$ cat src/rtl/alu_bist_if.sv
// ALU operand/result bus between the BIST initiator (master) and the ALU under test (slave).
interface alu_bist_if;
    logic [31:0] alu_A;
    logic [31:0] alu_B;
    logic        alu_Cin;
    logic [4:0]  alu_Card;
    logic [31:0] alu_F;
    logic        alu_Cout;
    logic        alu_Zero;

    modport master (
        output alu_A, alu_B, alu_Cin, alu_Card,
        input  alu_F, alu_Cout, alu_Zero
    );

    modport slave (
        input  alu_A, alu_B, alu_Cin, alu_Card,
        output alu_F, alu_Cout, alu_Zero
    );
endinterface

$ cat src/rtl/alu_bist.sv
// Built-in self-test initiator for the ALU adder paths (OP_1 / OP_2).
// Define BIST_COUT_CHECK_EN to include alu_Cout in the mismatch decision.
module alu_bist #(
    parameter int unsigned NUM_VECTORS = 1024,
    parameter logic [31:0] LFSR_SEED   = 32'hACE12345
) (
    input  logic              clk,
    input  logic              rst_n,
    input  logic              start,
    output logic              busy,
    output logic              done,
    output logic              pass,
    output logic [15:0]       err_count,
    output logic [15:0]       first_fail_vec,
    alu_bist_if.master        alu
);

    localparam logic [4:0]  OP_1      = 5'b00001;
    localparam logic [4:0]  OP_2      = 5'b00010;
    localparam logic [31:0] TAPS      = 32'h80200003;
    localparam logic [31:0] MSB       = 32'h80000000;
    localparam logic [31:0] SEED_EFF  = (LFSR_SEED == 32'h0) ? 32'h00000001 : LFSR_SEED;
    localparam logic [15:0] LAST_IDX  = 16'(NUM_VECTORS - 32'd1);

    typedef enum logic [1:0] {
        IDLE  = 2'd0,
        APPLY = 2'd1,
        CHECK = 2'd2,
        FIN   = 2'd3
    } state_t;

    function automatic logic [31:0] bit_rev(input logic [31:0] v);
        logic [31:0] r;
        for (int i = 0; i < 32; i++) begin
            r[i] = v[31 - i];
        end
        return r;
    endfunction

    function automatic logic [31:0] lfsr_step(input logic [31:0] v);
        return v[0] ? ((v >> 1) ^ TAPS) : (v >> 1);
    endfunction

    state_t      state_r;
    state_t      state_nxt_s;
    logic        launch_s;
    logic        apply_s;
    logic        check_s;
    logic        fin_s;

    logic [31:0] lfsr_r;
    logic [15:0] idx_r;
    logic        op_sel_r;
    logic [32:0] exp_r;

    logic [31:0] alu_a_r;
    logic [31:0] alu_b_r;
    logic        alu_cin_r;
    logic [4:0]  alu_card_r;

    logic [31:0] rot_s;
    logic [31:0] rev_s;
    logic [31:0] opa_s;
    logic [31:0] opb_s;
    logic        cin_s;
    logic [4:0]  card_s;
    logic [32:0] exp_s;

    logic        cout_en_s;
    logic        cout_bad_s;
    logic        mismatch_s;

    assign alu.alu_A    = alu_a_r;
    assign alu.alu_B    = alu_b_r;
    assign alu.alu_Cin  = alu_cin_r;
    assign alu.alu_Card = alu_card_r;

`ifdef BIST_COUT_CHECK_EN
    assign cout_en_s = 1'b1;
`else
    assign cout_en_s = 1'b0;
`endif

    assign cout_bad_s = cout_en_s & (alu.alu_Cout != exp_r[32]);
    // The ALU is combinational, so its result is compared against the expectation latched at APPLY.
    assign mismatch_s = (alu.alu_F != exp_r[31:0])
                      | (alu.alu_Zero != (exp_r[31:0] == 32'h0))
                      | cout_bad_s;

    // State register
    always_ff @(posedge clk or negedge rst_n) begin
        if (!rst_n) begin
            state_r <= IDLE;
        end else begin
            state_r <= state_nxt_s;
        end
    end

    // Next-state logic
    always_comb begin
        state_nxt_s = state_r;
        case (state_r)
            IDLE: begin
                if (start) begin
                    state_nxt_s = APPLY;
                end else begin
                    state_nxt_s = IDLE;
                end
            end
            APPLY: state_nxt_s = CHECK;
            CHECK: begin
                if (!op_sel_r) begin
                    state_nxt_s = APPLY;
                end else if (idx_r == LAST_IDX) begin
                    state_nxt_s = FIN;
                end else begin
                    state_nxt_s = APPLY;
                end
            end
            FIN:     state_nxt_s = IDLE;
            default: state_nxt_s = IDLE;
        endcase
    end

    // Per-state control strobes
    always_comb begin
        launch_s = 1'b0;
        apply_s  = 1'b0;
        check_s  = 1'b0;
        fin_s    = 1'b0;
        case (state_r)
            IDLE:    launch_s = start;
            APPLY:   apply_s  = 1'b1;
            CHECK:   check_s  = 1'b1;
            FIN:     fin_s    = 1'b1;
            default: launch_s = 1'b0;
        endcase
    end

    // Operand classes rotate with the low two bits of the vector index
    always_comb begin
        rot_s = {lfsr_r[15:0], lfsr_r[31:16]} ^ 32'h5A5A5A5A;
        rev_s = bit_rev(lfsr_r);
        case (idx_r[1:0])
            2'd0: begin
                opa_s = lfsr_r;
                opb_s = rot_s;
            end
            2'd1: begin
                opa_s = lfsr_r;
                opb_s = 32'h0;
            end
            2'd2: begin
                opa_s = ~lfsr_r | MSB;
                opb_s = rev_s | MSB;
            end
            2'd3: begin
                opa_s = ~lfsr_r | MSB;
                opb_s = 32'h0;
            end
            default: begin
                opa_s = lfsr_r;
                opb_s = 32'h0;
            end
        endcase
        cin_s  = idx_r[0];
        card_s = op_sel_r ? OP_2 : OP_1;
        exp_s  = {1'b0, opa_s} + {1'b0, opb_s} + {32'h0, cin_s & op_sel_r};
    end

    // Sequencing state: LFSR, vector index and op select
    always_ff @(posedge clk or negedge rst_n) begin
        if (!rst_n) begin
            lfsr_r   <= SEED_EFF;
            idx_r    <= 16'h0;
            op_sel_r <= 1'b0;
        end else if (launch_s) begin
            lfsr_r   <= SEED_EFF;
            idx_r    <= 16'h0;
            op_sel_r <= 1'b0;
        end else if (check_s) begin
            op_sel_r <= ~op_sel_r;
            if (op_sel_r) begin
                lfsr_r <= lfsr_step(lfsr_r);
                idx_r  <= idx_r + 16'd1;
            end
        end
    end

    // Registered ALU drive and expected sum
    always_ff @(posedge clk or negedge rst_n) begin
        if (!rst_n) begin
            alu_a_r    <= 32'h0;
            alu_b_r    <= 32'h0;
            alu_cin_r  <= 1'b0;
            alu_card_r <= 5'b00000;
            exp_r      <= 33'h0;
        end else if (apply_s) begin
            alu_a_r    <= opa_s;
            alu_b_r    <= opb_s;
            alu_cin_r  <= cin_s;
            alu_card_r <= card_s;
            exp_r      <= exp_s;
        end
    end

    // Status outputs; err_count==0 doubles as the "no mismatch yet" marker
    always_ff @(posedge clk or negedge rst_n) begin
        if (!rst_n) begin
            busy           <= 1'b0;
            done           <= 1'b0;
            pass           <= 1'b0;
            err_count      <= 16'h0;
            first_fail_vec <= 16'hFFFF;
        end else begin
            done <= fin_s;
            if (launch_s) begin
                busy           <= 1'b1;
                pass           <= 1'b0;
                err_count      <= 16'h0;
                first_fail_vec <= 16'hFFFF;
            end else if (check_s && mismatch_s) begin
                if (err_count != 16'hFFFF) begin
                    err_count <= err_count + 16'd1;
                end
                if (err_count == 16'h0) begin
                    first_fail_vec <= idx_r;
                end
            end else if (fin_s) begin
                busy <= 1'b0;
                pass <= (err_count == 16'h0);
            end
        end
    end

endmodule

$ cat src/flat_wrapper.sv
// flat-port wrapper written by rule: the top's interface ports become plain ports
module alu_bist_flat 
#(
    parameter int unsigned NUM_VECTORS = 1024,
    parameter logic [31:0] LFSR_SEED   = 32'hACE12345
)
  (clk, rst_n, start, busy, done, pass, err_count, first_fail_vec, alu_alu_A, alu_alu_B, alu_alu_Cin, alu_alu_Card, alu_alu_F, alu_alu_Cout, alu_alu_Zero);
  alu_bist_if alu_i ();
  input  logic clk;
  input  logic rst_n;
  input  logic start;
  output logic busy;
  output logic done;
  output logic pass;
  output logic [15:0] err_count;
  output logic [15:0] first_fail_vec;
  output wire logic [$bits(alu_i.alu_A)-1:0] alu_alu_A;
  output wire logic [$bits(alu_i.alu_B)-1:0] alu_alu_B;
  output wire logic [$bits(alu_i.alu_Cin)-1:0] alu_alu_Cin;
  output wire logic [$bits(alu_i.alu_Card)-1:0] alu_alu_Card;
  input wire logic [$bits(alu_i.alu_F)-1:0] alu_alu_F;
  input wire logic [$bits(alu_i.alu_Cout)-1:0] alu_alu_Cout;
  input wire logic [$bits(alu_i.alu_Zero)-1:0] alu_alu_Zero;
  assign alu_alu_A = alu_i.alu_A;
  assign alu_alu_B = alu_i.alu_B;
  assign alu_alu_Cin = alu_i.alu_Cin;
  assign alu_alu_Card = alu_i.alu_Card;
  assign alu_i.alu_F = alu_alu_F;
  assign alu_i.alu_Cout = alu_alu_Cout;
  assign alu_i.alu_Zero = alu_alu_Zero;
  alu_bist #(.NUM_VECTORS(NUM_VECTORS), .LFSR_SEED(LFSR_SEED)) u_core (.clk(clk), .rst_n(rst_n), .start(start), .busy(busy), .done(done), .pass(pass), .err_count(err_count), .first_fail_vec(first_fail_vec), .alu(alu_i));
endmodule
$ cat config.mk
export PLATFORM = sky130hd
export DESIGN_NAME = alu_bist_flat
export DESIGN_NICKNAME = d
export VERILOG_FILES = /design/src/rtl/alu_bist_if.sv /design/src/rtl/alu_bist.sv /design/src/flat_wrapper.sv
export SDC_FILE = /design/constraint.sdc
export NUM_CORES = 1
export LEC_CHECK = 0
export ABC_CLOCK_PERIOD_IN_PS = 4500
export CORE_MARGIN = 4
export CORE_UTILIZATION = 50
export CTS_CLUSTER_DIAMETER = 60
export DETAILED_ROUTE_END_ITERATION = 8
export GPL_ROUTABILITY_DRIVEN = 1
export PLACE_DENSITY_LB_ADDON = 0.08
export SYNTH_ARGS = -nofsm -noshare
export SYNTH_HDL_FRONTEND = slang
export SYNTH_SLANG_ARGS = --single-unit
export TNS_END_PERCENT = 5
$ cat constraint.sdc
create_clock -name clk -period 4.5 [get_ports clk]
set_input_delay 0.675 -clock clk [delete_from_list [all_inputs] [get_ports clk]]
set_output_delay 0.675 -clock clk [all_outputs]
set_load 0.005 [all_outputs]
==> flow_summary.toml <==
[placement]
io_buffers = 137
dpl.hpwl_um = 20300
placed_area_um2 = 11700
gp_congestion = 0.912

[global_routing]
grt.overflow.total = 0
track_usage = 0.259
grt_antenna_before_repair = 0
first_global_vias = 8339
grt_pass1_wl_um = 45500
grt_max_degree = 100

[cells_and_area]
register_area_um2 = 4670
post-route-util = 0.627
nets = 1341
fin_area_um2 = 12300
synthToLayoutAreaGrowth_pct = 22.1
drive_above_1_share = 0.0781
multiInputGateArea_um2 = 5180
insertedDiodeCount = 0
fillers = 1833

[power_and_ir_drop]
p_per_area_nw_per_um2 = 883
ir_worst_vdd_mv = 0.435
leakage_nw = 5.64

[clocking]
cts_made_buffers = 17
ctsResizeCount = 0
cts-root-buf = "clkbuf_16"
clock_latency_ns = 0.45
postCtsSetupRepairBufs = 0
cts_sinks = 185
htree_levels = 4
tritoncts = "yes"
cts_hold_buf = 0
cts_max_path_buffers = 2
clkTransAtPathRegs_ns = 0.08

[route]
wire_per_inst_um = 18.1
vias = 8534
viasPerCell = 5.52
ant_nets = 0
drc = 0
dr.pass1.iters = 6
wirelength_um = 27900
drt_iter0_markers = 565

[synth]
ys_async_sr_fraction = 1.00
synthesis.area_um2 = 10100
synth-seq-area-share = 0.463
ys.flop_type = "dfrtp_1"
ys_types = 63
yosysTopAreaCell = "dfrtp_1"
synth_top_area_share = 0.385
yosys_warnings = 0
syn_inst = 1152
synth_top_cells_by_area = "dfrtp_1 (38%), nand2_1 (13%), dfstp_2 (7.8%)"
syn_area_per_cell_um2 = 8.76
synth_seq_cells = 185
synth_edf_count = 0

[outcome]
status = "finished, final reports clean"

[sta]
fmax_ghz = 0.239
fin_crit_sh = 0.928
fin_crit_ns = 4.18
drv_slew = 0
setup_tns_ns = 0
setup_violations = 0
fin_skew_ns = 0.0145
rsz0062_at_grt = "no"
slew_headroom = 0.232
tightest_slew_ns = 1.15
hold_viol = 0

[die]
fp.coreArea_um2 = 19700
initial_core_util = 0.513
rows = 51
die_h_um = 150
ios = 142
die_w_um = 150
die_area_um2 = 22500

[setup_path]
end_kind = "flop"
worstSetupPathType = "flop to flop"
crit_path_start_kind = "flop"
worstPathArrival_ns = 4.54
cp_max_fo = 21
worstPathRequired_ns = 4.87

[hold_path]
hold_class = "input port to asynchronous set/reset pin"

[flow_run]
drv_cap = 0
==> state kept, by name, indices dropped and copies added, names as in the netlist <==
name and flops:
u_core.alu.alu_Card 2, u_core.alu.alu_A 32, u_core.alu.alu_B 32, u_core.alu.alu_Cin 1, u_core.idx_r 16, u_core.pass 1, u_core.lfsr_r 32, u_core.first_fail_vec 16
u_core.state_r 2, u_core.op_sel_r 1, u_core.busy 1, u_core.done 1, u_core.err_count 16, u_core.exp_r 32
==> critical path: stages, from the launching register on <==
cell and delay, ns:
dfrtp_1 0.43, inv_1 0.12, ha_2 0.26, nor2_4 0.13, buf_4 0.36, xor2_1 0.38
inv_1 0.10, ha_1 0.28, nand2b_1 0.09, a21oi_2 0.19, o21ai_1 0.12, a211o_1 0.35
a21boi_0 0.24, o211ai_1 0.19, a21oi_1 0.35, o21bai_1 0.12, a211o_1 0.31, o211ai_1 0.08
==> worst paths after layout <==
kind                       slack [ns]                              from                                to  depth (start not counted)
max                              0.32       u_core.idx_r[0]$_DFFE_PN0P_      u_core.exp_r[17]$_DFFE_PN0N_                         17
min                              0.30                             rst_n   u_core.err_count[6]$_DFFE_PN0P_                          1
max reg2reg                      0.32       u_core.idx_r[0]$_DFFE_PN0P_      u_core.exp_r[17]$_DFFE_PN0N_                         17
min reg2reg                      0.47  u_core.alu.alu_A[17]$_DFFE_PN0N_  u_core.alu.alu_A[17]$_DFFE_PN0N_                          2
max in group asynchronous        3.22                             rst_n     u_core.lfsr_r[29]$_DFFE_PN1P_                          2
min in group clk                 0.47  u_core.alu.alu_A[17]$_DFFE_PN0N_  u_core.alu.alu_A[17]$_DFFE_PN0N_                          2
==> where the power goes <==
group | internal, mW | leakage [nW] | switching, mW | total [mW]
registers | 2.41 | 2.31 | 0.651 | 3.06
clock network | 0.806 | 0.289 | 0.738 | 1.54
logic | 2.65 | 3.04 | 3.61 | 6.27
==> cell type report <==
class	instances	area share
clock buffer	19	0.0360
clock inverter	13	0.0123
inverter	16	0.00488
multi-input combinational	897	0.421
sequential	185	0.379
tap	265	0.0269
timing repair buffer	150	0.120
==> stage by stage <==
step | hold slack (ns) | cells | setup slack, ns | total power, mW
after global routing | 0.389 | 1545 | 0.0349 | 11.7
after floorplan | 0.379 | 1154 | 0.405 | 6.95
after CTS | 0.353 | 1545 | 0.236 | 10.8
after detailed placement | 0.461 | 1513 | 0.260 | 9.24
final | 0.299 | 1545 | 0.324 | 10.9
after global placement | 0.459 | 1513 | 0.376 | 9.17
==> cells in the mapped netlist, drive strengths merged (2+ instances only) <==
master,number
nor4,22
mux2i,16
nand2b,8
and4,2
dfrtp,155
nand3,41
a21o,10
nor3b,4
xor2,58
buf,11
nor2,54
nor2b,7
or3,12
clkbuf,45
o31ai,4
o211ai,5
a22o,14
inv,16
dfstp,30
a211oi,5
nand2,353
a211o,2
a21oi,39
o21bai,2
o21a,7
a21boi,3
and2,3
and3,6
ha,35
nand4,16
nor4b,2
fa,2
nor3,9
o21ai,88
xnor2,48
or2,2
a31oi,2
==> cell families after synthesis <==
kind of cell,Yosys count,synth area share
simple gates,545,0.236
compound gates,190,0.117
flops,185,0.463
xor+xnor,106,0.0920
buf+inv,72,0.0283
fa+ha+maj,37,0.0474
mux,16,0.0159
other cells,1,0.000372
==> layout by cell type (no fill, tap or decap), types with 4 or more instances in the layout <==
cell type | Yosys | layout
a211oi_1 | 4 | 4
a21o_1 | 9 | 9
a21oi_1 | 37 | 37
a22o_1 | 14 | 14
and3_1 | 5 | 5
buf_4 | 4 | 12
clkbuf_16 | 0 | 17
clkdlybuf4s50_1 | 0 | 136
dfrtp_1 | 155 | 155
dfstp_2 | 30 | 30
ha_1 | 35 | 34
inv_1 | 16 | 16
inv_8 | 0 | 4
mux2i_1 | 16 | 16
nand2_1 | 353 | 353
nand2b_1 | 8 | 6
nand3_1 | 40 | 40
nand4_1 | 16 | 16
nor2_1 | 52 | 49
nor2b_1 | 7 | 6
nor3_1 | 8 | 8
nor3b_1 | 4 | 4
nor4_1 | 21 | 21
o211ai_1 | 4 | 4
o21a_1 | 7 | 7
o21ai_0 | 84 | 84
o21ai_1 | 4 | 4
o31ai_1 | 4 | 4
or3_1 | 12 | 12
xnor2_1 | 48 | 48
xor2_1 | 58 | 58
==> layer usage <==
layer  part of all wire  up-vias  global-route usage
met1               0.50     4091               0.408
met3              0.067       50              0.0527
met2               0.41      273               0.355
met4              0.024        0              0.0814
met5                  0        -                   0
li1                   -     4120                   -
No activity file was read; power rests on OpenSTA's default activity.
